--- src/rtl/inst_fetch_pkg.sv ---
// Shared encodings for the instruction-fetch stage and the decoder.
// Holds next-PC select codes and the fetch FSM state type.
// No logic; imported by the fetch RTL.
package ifetch_pkg;

  // Next-PC select codes driven by the decoder
  localparam logic [1:0] PC_S_SEQ = 2'b00;
  localparam logic [1:0] PC_S_JR  = 2'b01;
  localparam logic [1:0] PC_S_BR  = 2'b10;
  localparam logic [1:0] PC_S_J   = 2'b11;

  // Fetch FSM states
  typedef enum logic [1:0] {
    IDLE = 2'b00,
    WAIT = 2'b01,
    HOLD = 2'b10,
    ERR  = 2'b11
  } ifetch_state_t;

endpackage

--- src/rtl/inst_fetch_if.sv ---
// Instruction-memory req/ack handshake between fetch stage and imem.
// Latency: set by the memory; data is valid in the cycle imem_ack is high.
// Backpressure: the fetch stage keeps imem_req high until imem_ack arrives.
interface inst_fetch_if;
  logic        imem_req;
  logic [31:0] imem_addr;
  logic        imem_ack;
  logic [31:0] imem_rdata;

  modport master (output imem_req, output imem_addr, input imem_ack, input imem_rdata);
  modport slave  (input imem_req, input imem_addr, output imem_ack, output imem_rdata);
endinterface

--- src/rtl/inst_fetch_next_pc.sv ---
// Next-PC calculation: sequential, register jump, relative branch, absolute jump.
// Latency: purely combinational.
// Backpressure: none; all arithmetic wraps modulo 2^32.
module inst_fetch_next_pc
  import ifetch_pkg::*;
(
  input  logic [31:0] i_pc,
  input  logic [1:0]  i_pc_s,
  input  logic [15:0] i_imm,
  input  logic [25:0] i_address,
  input  logic [31:0] i_jr_target,
  output logic [31:0] o_pc_plus4,
  output logic [31:0] o_next_pc
);

  logic [31:0] w_pc_plus4;
  logic [31:0] w_br_off;

  assign w_pc_plus4 = i_pc + 32'd4;
  // Word offset sign-extended and scaled to bytes
  assign w_br_off   = {{14{i_imm[15]}}, i_imm, 2'b00};
  assign o_pc_plus4 = w_pc_plus4;

  // Select the target for the decoder's PC_s code
  always_comb begin
    o_next_pc = w_pc_plus4;
    case (i_pc_s)
      PC_S_SEQ: o_next_pc = w_pc_plus4;
      PC_S_JR:  o_next_pc = i_jr_target;
      PC_S_BR:  o_next_pc = w_pc_plus4 + w_br_off;
      PC_S_J:   o_next_pc = {w_pc_plus4[31:28], i_address, 2'b00};
      default:  o_next_pc = w_pc_plus4;
    endcase
  end

endmodule

--- src/rtl/inst_fetch.sv ---
// Fetch stage: holds PC, fetches one word per instruction, presents it to the decoder until commit.
// Latency: inst_valid the edge after imem_ack; new request the edge after commit (>= 2 cycles/inst).
// Backpressure: instruction held until commit; IFETCH_ALIGN_CHECK_EN turns misaligned targets into a sticky error.
module inst_fetch
  import ifetch_pkg::*;
#(
  parameter logic [31:0] RESET_PC = 32'h0000_0000,
  parameter logic [15:0] TIMEOUT  = 16'd16
) (
  input  logic               clk,
  input  logic               rst_n,
  input  logic [1:0]         PC_s,
  input  logic [15:0]        imm,
  input  logic [25:0]        address,
  input  logic [31:0]        jr_target,
  input  logic               commit,
  inst_fetch_if.master       imem,
  output logic [31:0]        inst,
  output logic               inst_valid,
  output logic [31:0]        pc,
  output logic [31:0]        pc_plus4,
  output logic               fetch_err
);

  ifetch_state_t r_state;
  logic [31:0]   r_pc;
  logic [31:0]   r_inst;
  logic          r_inst_valid;
  logic          r_req;
  logic          r_err;
  logic [15:0]   r_cnt;

  logic [31:0]   w_next_pc;
  logic [31:0]   w_pc_plus4;
  logic [15:0]   w_cnt_inc;

  inst_fetch_next_pc u_next_pc (
    .i_pc        (r_pc),
    .i_pc_s      (PC_s),
    .i_imm       (imm),
    .i_address   (address),
    .i_jr_target (jr_target),
    .o_pc_plus4  (w_pc_plus4),
    .o_next_pc   (w_next_pc)
  );

  assign w_cnt_inc = r_cnt + 16'd1;

  // Fetch FSM; all outputs are registered alongside the state
  always_ff @(posedge clk) begin
    if (!rst_n) begin
      r_state      <= IDLE;
      r_pc         <= RESET_PC;
      r_inst       <= 32'd0;
      r_inst_valid <= 1'b0;
      r_req        <= 1'b0;
      r_err        <= 1'b0;
      r_cnt        <= 16'd0;
    end else begin
      case (r_state)
        IDLE: begin
          r_state <= WAIT;
          r_req   <= 1'b1;
        end
        WAIT: begin
          if (imem.imem_ack) begin
            // ack takes priority over a timeout in the same cycle
            r_inst       <= imem.imem_rdata;
            r_inst_valid <= 1'b1;
            r_cnt        <= 16'd0;
            r_req        <= 1'b0;
            r_state      <= HOLD;
          end else begin
            r_cnt <= w_cnt_inc;
            if ((TIMEOUT != 16'd0) && (w_cnt_inc == TIMEOUT)) begin
              r_req   <= 1'b0;
              r_err   <= 1'b1;
              r_state <= ERR;
            end
          end
        end
        HOLD: begin
          if (commit) begin
            r_inst_valid <= 1'b0;
`ifdef IFETCH_ALIGN_CHECK_EN
            r_pc <= w_next_pc;
            if (w_next_pc[1:0] != 2'b00) begin
              r_err   <= 1'b1;
              r_state <= ERR;
            end else begin
              r_req   <= 1'b1;
              r_state <= WAIT;
            end
`else
            // Only jr can produce low bits; they are dropped silently
            r_pc    <= w_next_pc & 32'hFFFF_FFFC;
            r_req   <= 1'b1;
            r_state <= WAIT;
`endif
          end
        end
        ERR: begin
          r_req        <= 1'b0;
          r_inst_valid <= 1'b0;
          r_err        <= 1'b1;
        end
        default: r_state <= IDLE;
      endcase
    end
  end

  assign imem.imem_req  = r_req;
  assign imem.imem_addr = r_pc;
  assign inst           = r_inst;
  assign inst_valid     = r_inst_valid;
  assign pc             = r_pc;
  assign pc_plus4       = w_pc_plus4;
  assign fetch_err      = r_err;

endmodule

--- src/flat_wrapper.sv ---
// flat-port wrapper written by rule: the top's interface ports become plain ports
module inst_fetch_flat import ifetch_pkg::*;
#(
  parameter logic [31:0] RESET_PC = 32'h0000_0000,
  parameter logic [15:0] TIMEOUT  = 16'd16
)
  (clk, rst_n, PC_s, imm, address, jr_target, commit, inst, inst_valid, pc, pc_plus4, fetch_err, imem_imem_req, imem_imem_addr, imem_imem_ack, imem_imem_rdata);
  inst_fetch_if imem_i ();
  input  logic clk;
  input  logic rst_n;
  input  logic [1:0] PC_s;
  input  logic [15:0] imm;
  input  logic [25:0] address;
  input  logic [31:0] jr_target;
  input  logic commit;
  output logic [31:0] inst;
  output logic inst_valid;
  output logic [31:0] pc;
  output logic [31:0] pc_plus4;
  output logic fetch_err;
  output wire logic [$bits(imem_i.imem_req)-1:0] imem_imem_req;
  output wire logic [$bits(imem_i.imem_addr)-1:0] imem_imem_addr;
  input wire logic [$bits(imem_i.imem_ack)-1:0] imem_imem_ack;
  input wire logic [$bits(imem_i.imem_rdata)-1:0] imem_imem_rdata;
  assign imem_imem_req = imem_i.imem_req;
  assign imem_imem_addr = imem_i.imem_addr;
  assign imem_i.imem_ack = imem_imem_ack;
  assign imem_i.imem_rdata = imem_imem_rdata;
  inst_fetch #(.RESET_PC(RESET_PC), .TIMEOUT(TIMEOUT)) u_core (.clk(clk), .rst_n(rst_n), .PC_s(PC_s), .imm(imm), .address(address), .jr_target(jr_target), .commit(commit), .imem(imem_i), .inst(inst), .inst_valid(inst_valid), .pc(pc), .pc_plus4(pc_plus4), .fetch_err(fetch_err));
endmodule
--- config.mk ---
export PLATFORM = sky130hd
export DESIGN_NAME = inst_fetch_flat
export DESIGN_NICKNAME = d
export VERILOG_FILES = /design/src/rtl/inst_fetch_pkg.sv /design/src/rtl/inst_fetch_if.sv /design/src/rtl/inst_fetch_next_pc.sv /design/src/rtl/inst_fetch.sv /design/src/flat_wrapper.sv
export SDC_FILE = /design/constraint.sdc
export NUM_CORES = 1
export LEC_CHECK = 0
export CORE_MARGIN = 2
export CORE_UTILIZATION = 50
export DETAILED_ROUTE_END_ITERATION = 10
export PLACE_DENSITY = 0.9
export SLEW_MARGIN = 10
export SYNTH_ARGS = -nofsm -noshare
export SYNTH_HDL_FRONTEND = slang
export SYNTH_SLANG_ARGS = --single-unit
--- constraint.sdc ---
create_clock -name clk -period 6.68 [get_ports clk]
set_clock_uncertainty 0.2 [all_clocks]
set_input_delay 2.004 -clock clk [delete_from_list [all_inputs] [get_ports clk]]
set_output_delay 2.004 -clock clk [all_outputs]
set_load 0.01 [all_outputs]
==> summary.md, run 1 <==
| Metric | Value |
|---|---|
| Site row count | 42 |
| CP max stage delay | 0.61 ns |
| Initial antenna violation count | 0 |
| Slew headroom | 18.8% |
| Post-route setup TNS | 0 ns |
| Cell area after synthesis | between 6000 and 7000 sq um |
| Fmax | 179 MHz |
| Vias per cell | 5.94 |
| Max cap viols | 0 |
| CP Capture Type | primary output |
| Nets | 1197 |
| Core Util, Final | 70.0% |
| N_diodes | 0 |
| Grt total ovfl | 0 |
| Crit path DAT | 3.40 ns |
| Largest net degree at the start of global routing | 74 |
| Status | complete, no violations |
| Crit start category | flop |
| Filler Cells Inserted | ~1100 |
| Share of layout cells above drive strength 1 | between 4 and 5% |
| Setup CP Type | flop to primary output |
| Synth area leader | dfxtp_1 |
| Unrepaired setup endpoints after global routing | no |
| Worst-path maximum fanout | 7 |
| Vias in the first global route | 6707 |
| Hold_ws | 0.263 ns |
| CTS Sinks | 83 |
| Area grow syn2layout | 36.1% |
| Die Span X | around 120 um |
| Yosys warning count | 0 |
| Most frequent cells in the layout | clkdlybuf4s50_1 (231), nand2_1 (141), dfxtp_1 (83) |
| Final setup fails | 0 |
| Initial core utilization | about half |
| Number of synthesized flops with an enable pin | 0 |
| Number of gates resized after CTS | 0 |
| DPL Wire Length | 15.9 mm |
| CTS Hold Bufs | 0 |
| Post-Route WL | 21.5 mm |
| Share of async-settable or async-resettable flops after synthesis | 0% |
| Tot GR Track Use | 28.5% |
| First-pass GRT wire length | 33.7 mm |
| Total power per unit cell area | 149 nW/um^2 |
| Most common cell after layout, fill and taps aside | clkdlybuf4s50_1 |
| Buffer depth of the longest clock path | 2 |
| Post-synthesis sequential area ratio | 24.3% |
| Area of the multi-input gates | 4660 sq um |
| Die area | 14600 sq um |
| Cells along the critical path | and3_1, nand4_1, nor3_1, or3b_1, xnor2_1, clkdlybuf4s50_1 |
| Top-area cell type share of the netlist area | 24.3% |
| Hold Crit Depth | 2 |
| RD Place Congestion | between 0.9 and 1 |
| Pwr Total | 1.38 mW |
| Leak Pwr | 3.55 nW |
| Flops & latches, synth | 83 |
| Reg area | 1660 sq um |
| FF-to-FF path depth | 13 |
| Drt first pass iters | 6 |
| Clock Pin Slew Worst Setup and Hold Paths | 0.06 ns |
| Top-Level Pins | 243 |
| Worst slew pin tran | 1.22 ns |
| Wire per inst | 17.5 um |
| Mapped Avg Cell Area | 7.77 sq um |
| DRC violations left | 0 |
| Tcrit/Tclk final | 83.8% |
| Htree depth | 3 |
| Clk Latency, worst-skew pair | about 0.34 ns |
| Buffers on Ports | 234 |
| Synth Flop Type | dfxtp_1 |
| Routed Antenna Nets | 0 |
| CTS tree | yes |
| Final Hold Vio Count | 0 |
| Via count | 7302 |
| Root buffer cell | clkbuf_16 |
| Synth area leaders | dfxtp_1 (24%), nand2_1 (7.7%), ha_1 (6.6%) |
| DR iter-0 viols | 586 |
| Core area | 13300 sq um |
| Crit path buf inv count | 1 |
| Crit path required time | 4.48 ns |
| CP delay by family, top | simple AND/OR/NAND/NOR gates |
| Setup repair bufs after CTS | 0 |
| Synth Instances | roughly 900 |
| Synth cell types | 76 |
| Tmin final | 5.60 ns |
| Worst path slowest cell | clkdlybuf4s50_1 |
| CTS buffer count | 9 |
| R2r setup slk | approximately 1.8 ns |
| Cell count along the critical path | 6 |
| Die Ht | 121 um |
| Worst hold path class | flop to flop |
| Max IR drop VDD | between 0.1 and 0.15 mV |
| Final Max Tran Viols | 0 |
-- report_power, final --
part | internal [mW] | total (mW) | switching (mW)
Sequential | 0.511 | 0.527 | 0.0164
Combinational | 0.163 | 0.309 | 0.146
Clock | 0.331 | 0.548 | 0.217
-- kinds of logic (layout without fill, tap and decap cells) --
family / Yosys count / count (layout) / synth area share (%)
multiplexers: 27 / 27 / 6.00
AO/OA/AOI/OAI: 239 / 239 / 24.2
AND/OR/NAND/NOR: 331 / 331 / 23.6
XOR/XNOR: 55 / 55 / 7.04
other: 1 / 6 / 0.0548
adder cells (fa/ha/maj): 37 / 37 / 6.88
flip-flops: 83 / 83 / 24.3
buffers and inverters: 107 / 275 / 7.94
-- worst reg2reg max path, stage by stage (launching register included) --
cell	delay (ns)
dfxtp_1	0.46
and3_1	0.35
nand4_1	0.45
nor3_1	0.44
or3b_1	0.42
xnor2_1	0.20
ha_1	0.42
nand2_1	0.15
or4_1	0.54
a21oi_1	0.24
nor2_1	0.09
xnor2_1	0.15
mux4_2	0.47
a22o_1	0.23
-- stage by stage --
step | instance area [sq um] | std cells | worst slack [ns]
2_1_floorplan | 6860 | 885 | 2.21
3_3_place_gp | 8990 | 1213 | 1.18
3_5_place_dp | 8990 | 1213 | 1.15
4_1_cts | 9310 | 1229 | 1.09
5_1_grt | 9310 | 1229 | 0.918
6_report | 9310 | 1229 | 1.08
-- layer usage --
layer | vias to the layer above | track usage (%) | share of wire [%]
met3 | 58 | 5.36 | 9.4
met4 | 0 | 8.79 | 2.3
met2 | 395 | 49.0 | 48
met5 | - | 0 | 0
li1 | 3463 | - | -
met1 | 3386 | 36.1 | 40
-- cell usage after synthesis (16+ instances only) --
master,count
a21boi_0,52
a21oi_1,52
buf_4,36
clkbuf_1,47
dfxtp_1,83
ha_1,36
inv_1,17
nand2_1,141
nand3_1,22
nand4_1,20
nor2_1,45
nor3_1,16
o21ai_0,44
xnor2_1,28
xor2_1,27
-- layout make-up --
class | count | share of cell area (%)
clock inverter | 7 | 1.06
timing repair buffer | 242 | 25.6
sequential | 83 | 17.8
clock buffer | 9 | 2.42
multi-input combinational | 695 | 50.0
inverter | 17 | 0.685
tap | 176 | 2.36
-- state kept, by name (all words and copies together) (netlist names) --
name / count
u_core.fetch_err: 1
u_core.imem.imem_addr: 30
u_core.imem.imem_req: 1
u_core.inst: 32
u_core.inst_valid: 1
u_core.r_cnt: 16
u_core.r_state: 2
-- worst paths after layout --
check                                         startpoint                   endpoint
worst max-delay path            u_core.imem.imem_addr[4]               pc_plus4[21]
worst min-delay path                      u_core.inst[2]             u_core.inst[2]
worst max register to register  u_core.imem.imem_addr[4]  u_core.imem.imem_addr[26]
worst min register to register            u_core.inst[2]             u_core.inst[2]
(Power assumes the default switching activity.)
==> run 2, diff against run 1 <==
Settings changed: CORE_UTILIZATION 50 to 42, PLACE_DENSITY 0.9 to 0.81.
Clock period 6.68 ns to 4.7 ns, I/O delays scaled along.
==> summary.md, run 2 (synthesis results as in run 1) <==
| Metric | Value |
|---|---|
| Max IR drop VDD | 0.227 mV (was 0.125 mV) |
| Vias in the first global route | 7078 (was 6707) |
| Via count | 7325 (was 7302) |
| DPL Wire Length | 17.0 mm (was 15.9 mm) |
| Largest net degree at the start of global routing | 71 (was 74) |
| Fmax | between 200 and 250 MHz |
| Worst-path maximum fanout | 7 (unchanged) |
| Max cap viols | 0 (unchanged) |
| N_diodes | 0 (unchanged) |
| First-pass GRT wire length | 35.7 mm (was 33.7 mm) |
| Total power per unit cell area | 206 nW/um^2 (was 149 nW/um^2) |
| Largest register FFs | 32 (unchanged) |
| Share of layout cells above drive strength 1 | 8.83% (was 4.65%) |
| Crit start category | flop (unchanged) |
| DR iter-0 viols | 440 (was 586) |
| Die area | 17300 sq um (was 14600 sq um) |
| Vias per cell | 5.57 (was 5.94) |
| Crit path required time | 3.09 ns (was 4.48 ns) |
| Top-Level Pins | 243 (unchanged) |
| Clock Pin Slew Worst Setup and Hold Paths | 0.06 ns (about the same) |
| Routed Antenna Nets | 0 (unchanged) |
| Final WS setup | 0.159 ns (was 1.08 ns) |
| Tcrit/Tclk final | 96.6% |
| Wire per inst | 17.1 um (was 17.5 um) |
| Grt total ovfl | 0 (unchanged) |
| Final instance area | 9750 sq um (was 9310 sq um) |
| Crit path DAT | 2.93 ns (was 3.40 ns) |
| CP Capture Type | primary output (unchanged) |
| Htree depth | 3 (unchanged) |
| Leak Pwr | 3.79 nW (was 3.55 nW) |
| Core area | 15900 sq um (was 13300 sq um) |
| Unrepaired setup endpoints after global routing | yes (was no) |
| Root buffer cell | clkbuf_16 (unchanged) |
| Drt first pass iters | 5 (was 6) |
| Die Span X | 132 um (was 121 um) |
| DRC violations left | 0 (unchanged) |
| CTS buffer count | 9 (unchanged) |
| R2r setup slk | 0.33 ns (was 1.77 ns) |
| RD Place Congestion | 0.957 (was 0.916) |
| Final Hold Vio Count | 0 (unchanged) |
| Tot GR Track Use | 25.1% (was 28.5%) |
| Final Max Tran Viols | 0 (unchanged) |
| Core Util, Final | 61.4% (was 70.0%) |
| CTS tree | yes (unchanged) |
| Site row count | 46 (was 42) |
| Most frequent cells in the layout | clkdlybuf4s50_1 (232), nand2_1 (141), dfxtp_1 (83) (was clkdlybuf4s50_1 (231), nand2_1 (141), dfxtp_1 (83)) |
| Setup CP Type | flop to primary output (unchanged) |
| Buffer depth of the longest clock path | 2 (unchanged) |
| Nets | 1243 (was 1197) |
| Worst hold path class | flop to flop (unchanged) |
| Place WS | 0.110 ns (was 1.15 ns) |
| CTS Sinks | 83 (unchanged) |
| Final setup fails | 0 (unchanged) |
| Tmin final | 4.54 ns |
| Initial antenna violation count | 0 (unchanged) |
| Die Ht | 132 um (was 121 um) |
| Status | complete, no violations (unchanged) |
| Post-Route WL | 22.4 mm (was 21.5 mm) |
| Clk Latency, worst-skew pair | 0.35 ns (was 0.34 ns) |
| Pwr Total | 2.01 mW (was 1.38 mW) |
| Post-DP Area | 9390 sq um (was 8990 sq um) |
| Slew headroom | 52.6% (was 18.8%) |
| Hold_ws | 0.263 ns (about the same) |
| Buffers on Ports | 234 (unchanged) |
| Filler Cells Inserted | 1427 (was 1074) |
| Initial core utilization | 43.1% (was 51.5%) |
| Worst slew pin tran | 0.708 ns (was 1.22 ns) |
| Area grow syn2layout | 42.5% (was 36.1%) |
| Most common cell after layout, fill and taps aside | clkdlybuf4s50_1 (unchanged) |
==> run 2: cell count changes in the layout (fill, tap and decap cells not counted), sizes merged <==
cell / delta
clkbuf: +1
buf: +45
inv: -1
clkdlybuf4s50: +1
==> run 2: final cells by class <==
cell class | count | area [sq um] | share of cell area [%]
tap | 216 | 270 | 2.77
inverter | 17 | 63.8 | 0.655
clock buffer | 10 | 239 | 2.45
multi-input combinational | 695 | 4670 | 47.9
timing repair buffer | 288 | 2750 | 28.2
sequential | 83 | 1660 | 17.0
clock inverter | 6 | 93.8 | 0.963
==> run 2: final timing paths <==
| check | from | to | cells past startpoint |
|---|---|---|---|
| max | u_core.imem.imem_addr[17] | pc_plus4[31] | 6 |
| min | u_core.inst[7] | u_core.inst[7] | 2 |
| max reg2reg | u_core.imem.imem_addr[17] | u_core.imem.imem_addr[26] | 15 |
| min reg2reg | u_core.inst[7] | u_core.inst[7] | 2 |
==> run 2: worst max-delay path, stage by stage, from the launching register on <==
cell and delay, ns:
dfxtp_1 0.48, nand4_1 0.18, buf_4 0.18, or4_1 0.52
nor4_1 0.43, xor2_1 0.22, clkdlybuf4s50_1 0.57
==> run 2: where the power goes <==
part	leakage (nW)	switching, mW	internal (mW)
sequential	0.673	0.0201	0.726
combinational	2.96	0.217	0.248
clock	0.160	0.313	0.485
total	3.79	0.550	1.46
==> run 2: timing repair <==
action                     CTS  global route
setup buffers                0             2
setup endpoints to repair    0             4
resized for setup            0             3
hold buffers                 0             0
==> run 2: per-stage QoR <==
step / setup TNS [ns] / cells
2_1_floorplan: 0 / 885
3_3_place_gp: 0 / 1297
3_5_place_dp: 0 / 1297
4_1_cts: 0 / 1313
5_1_grt: -0.0104 / 1315
6_report: 0 / 1315
==> run 2: per-layer routing <==
metal / part of all wire [%] / wire length [um] / track usage [%] / vias up
met1: 43 / 9670 / 31.3 / 3414
li1: - / - / - / 3569
met4: 2.5 / 562 / 8.15 / 0
met5: 0 / 0 / 0 / -
met2: 47 / 10600 / 42.9 / 301
met3: 7.1 / 1590 / 5.44 / 41
==> run 3, diff against run 2 <==
Settings changed: CTS_BUF_LIST from default to sky130_fd_sc_hd__clkbuf_16.
==> summary.md, run 3 (synthesis results as in run 1) <==
| Metric | Value |
|---|---|
| Status | complete, no violations (unchanged) |
| Tot GR Track Use | 25.1% (about the same) |
| Crit path required time | 3.09 ns (about the same) |
| Cells along the critical path | nand4_1, buf_4, or4_1, nor4_1, xor2_1, clkdlybuf4s50_1 (unchanged) |
| Share of layout cells above drive strength 1 | 8.74% (was 8.83%) |
| Crit start category | flop (unchanged) |
| Area grow syn2layout | 42.3% (was 42.5%) |
| Max IR drop VDD | 0.228 mV (was 0.227 mV) |
| Hold Crit Depth | 2 (unchanged) |
| Hold_ws | 0.263 ns (about the same) |
| Die area | 17300 sq um (unchanged) |
| Site row count | 46 (unchanged) |
| Clock Pin Slew Worst Setup and Hold Paths | 0.06 ns (about the same) |
| Worst path slowest cell | clkdlybuf4s50_1 (unchanged) |
| CP Capture Type | primary output (unchanged) |
| Routed Antenna Nets | 0 (unchanged) |
| CTS tree | yes (unchanged) |
| RD Place Congestion | 0.957 (unchanged) |
| Vias per cell | 5.56 (was 5.57) |
| Grt total ovfl | 0 (unchanged) |
| Final setup fails | 0 (unchanged) |
| Area of the multi-input gates | 4670 sq um (unchanged) |
| Worst-path maximum fanout | 7 (unchanged) |
| Most common cell after layout, fill and taps aside | clkdlybuf4s50_1 (unchanged) |
| Die Span X | 132 um (unchanged) |
| Largest net degree at the start of global routing | 71 (unchanged) |
| Die Ht | 132 um (unchanged) |
| Worst slew pin tran | 0.673 ns (was 0.708 ns) |
| Post-DP Area | 9390 sq um (unchanged) |
| Pwr Total | 1.99 mW (was 2.01 mW) |
| Top-Level Pins | 243 (unchanged) |
| Crit path DAT | 2.93 ns (about the same) |
| Core Util, Final | 61.3% (was 61.4%) |
| N_diodes | 0 (unchanged) |
| Drt first pass iters | 5 (unchanged) |
| Final Hold Vio Count | 0 (unchanged) |
| First-pass GRT wire length | 35.7 mm (about the same) |
| Post-Route WL | 22.4 mm (about the same) |
| Reg area | 1660 sq um (unchanged) |
| Largest register FFs | 32 (unchanged) |
| Final instance area | 9740 sq um (was 9750 sq um) |
| Unrepaired setup endpoints after global routing | yes (unchanged) |
| Tcrit/Tclk final | 96.7% (was 96.6%) |
| Wire per inst | 17.0 um (was 17.1 um) |
| Buffer depth of the longest clock path | 2 (unchanged) |
| Leak Pwr | 3.78 nW (was 3.79 nW) |
| Total power per unit cell area | 204 nW/um^2 (was 206 nW/um^2) |
| Root buffer cell | clkbuf_16 (unchanged) |
| Filler Cells Inserted | 1425 (was 1427) |
| Most frequent cells in the layout | clkdlybuf4s50_1 (232), nand2_1 (141), dfxtp_1 (83) (unchanged) |
| Worst hold path class | flop to flop (unchanged) |
| Buffers on Ports | 234 (unchanged) |
| CTS buffer count | 9 (unchanged) |
| Nets | 1243 (unchanged) |
| Slew headroom | 55.0% (was 52.6%) |
| Max cap viols | 0 (unchanged) |
| CTS Hold Bufs | 0 (unchanged) |
| Tmin final | 4.54 ns (about the same) |
| DRC violations left | 0 (unchanged) |
| Final Max Tran Viols | 0 (unchanged) |
| DR iter-0 viols | 434 (was 440) |
| Clk Latency, worst-skew pair | 0.35 ns (about the same) |
| Core area | 15900 sq um (unchanged) |
| Htree depth | 3 (unchanged) |
| Initial antenna violation count | 0 (unchanged) |
| Setup CP Type | flop to primary output (unchanged) |
| Via count | 7314 (was 7325) |
| Initial core utilization | 43.1% (unchanged) |
| Vias in the first global route | 7080 (was 7078) |
| FF-to-FF path depth | 15 (unchanged) |
| CTS Sinks | 83 (unchanged) |
| DPL Wire Length | 17.0 mm (unchanged) |
| Fmax | 220 MHz (about the same) |
| CP max stage delay | 0.57 ns (about the same) |
==> run 3: cell count changes in the layout (fill, tap and decap cells not counted), sizes merged <==
cell / before / now
clkbuf: 10 / 9
clkinv: 1 / 2
==> run 3: through the flow <==
stage                     std cells  setup TNS [ns]  worst slack (ns)
after CTS                      1313               0            0.0756
after detailed placement       1297               0             0.110
after floorplan                 885               0             0.474
after global routing           1315        -0.00952          -0.00952
after global placement         1297               0             0.156
final                          1315               0             0.156
==> run 3: layout make-up <==
class / count / area share (%)
clock inverters: 7 / 1.00
repair buffers: 288 / 28.2
multi-input cells: 695 / 48.0
flip-flops and latches: 83 / 17.1
inverters: 17 / 0.655
clock buffers: 9 / 2.31
well taps: 216 / 2.78
==> run 3: power by group <==
group          total, mW  internal [mW]  switching [mW]
combinational      0.463          0.248           0.215
clock              0.777          0.468           0.308
sequential         0.746          0.726          0.0201
total               1.99           1.44           0.544
==> run 3: critical path, delay by kind of cell (launching register included) <==
family | cells | cell delay, ns
simple gates | 3 | 1.13
buf+inv | 2 | 0.75
flops | 1 | 0.48
xor+xnor | 1 | 0.23
==> run 3: path summary, 6_finish.rpt <==
kind	from	slack [ns]	end
max	u_core.imem.imem_addr[17]	0.16	pc_plus4[31]
min reg2reg	u_core.inst[17]	0.26	u_core.inst[17]
min	u_core.inst[17]	0.26	u_core.inst[17]
max reg2reg	u_core.imem.imem_addr[17]	0.31	u_core.imem.imem_addr[26]
==> run 3: repair_timing <==
action / CTS / global route
endpoints found under the setup margin: 0 / 4
resized for setup: 0 / 3
setup buffers: 0 / 2
==> run 3: routing by layer <==
metal,global-route usage (%),routed length [um],vias to the layer above
li1,-,-,3570
met1,31.3,9550,3400
met2,43.1,10700,310
met3,5.79,1630,34
met4,7.13,478,0
met5,0,0,-
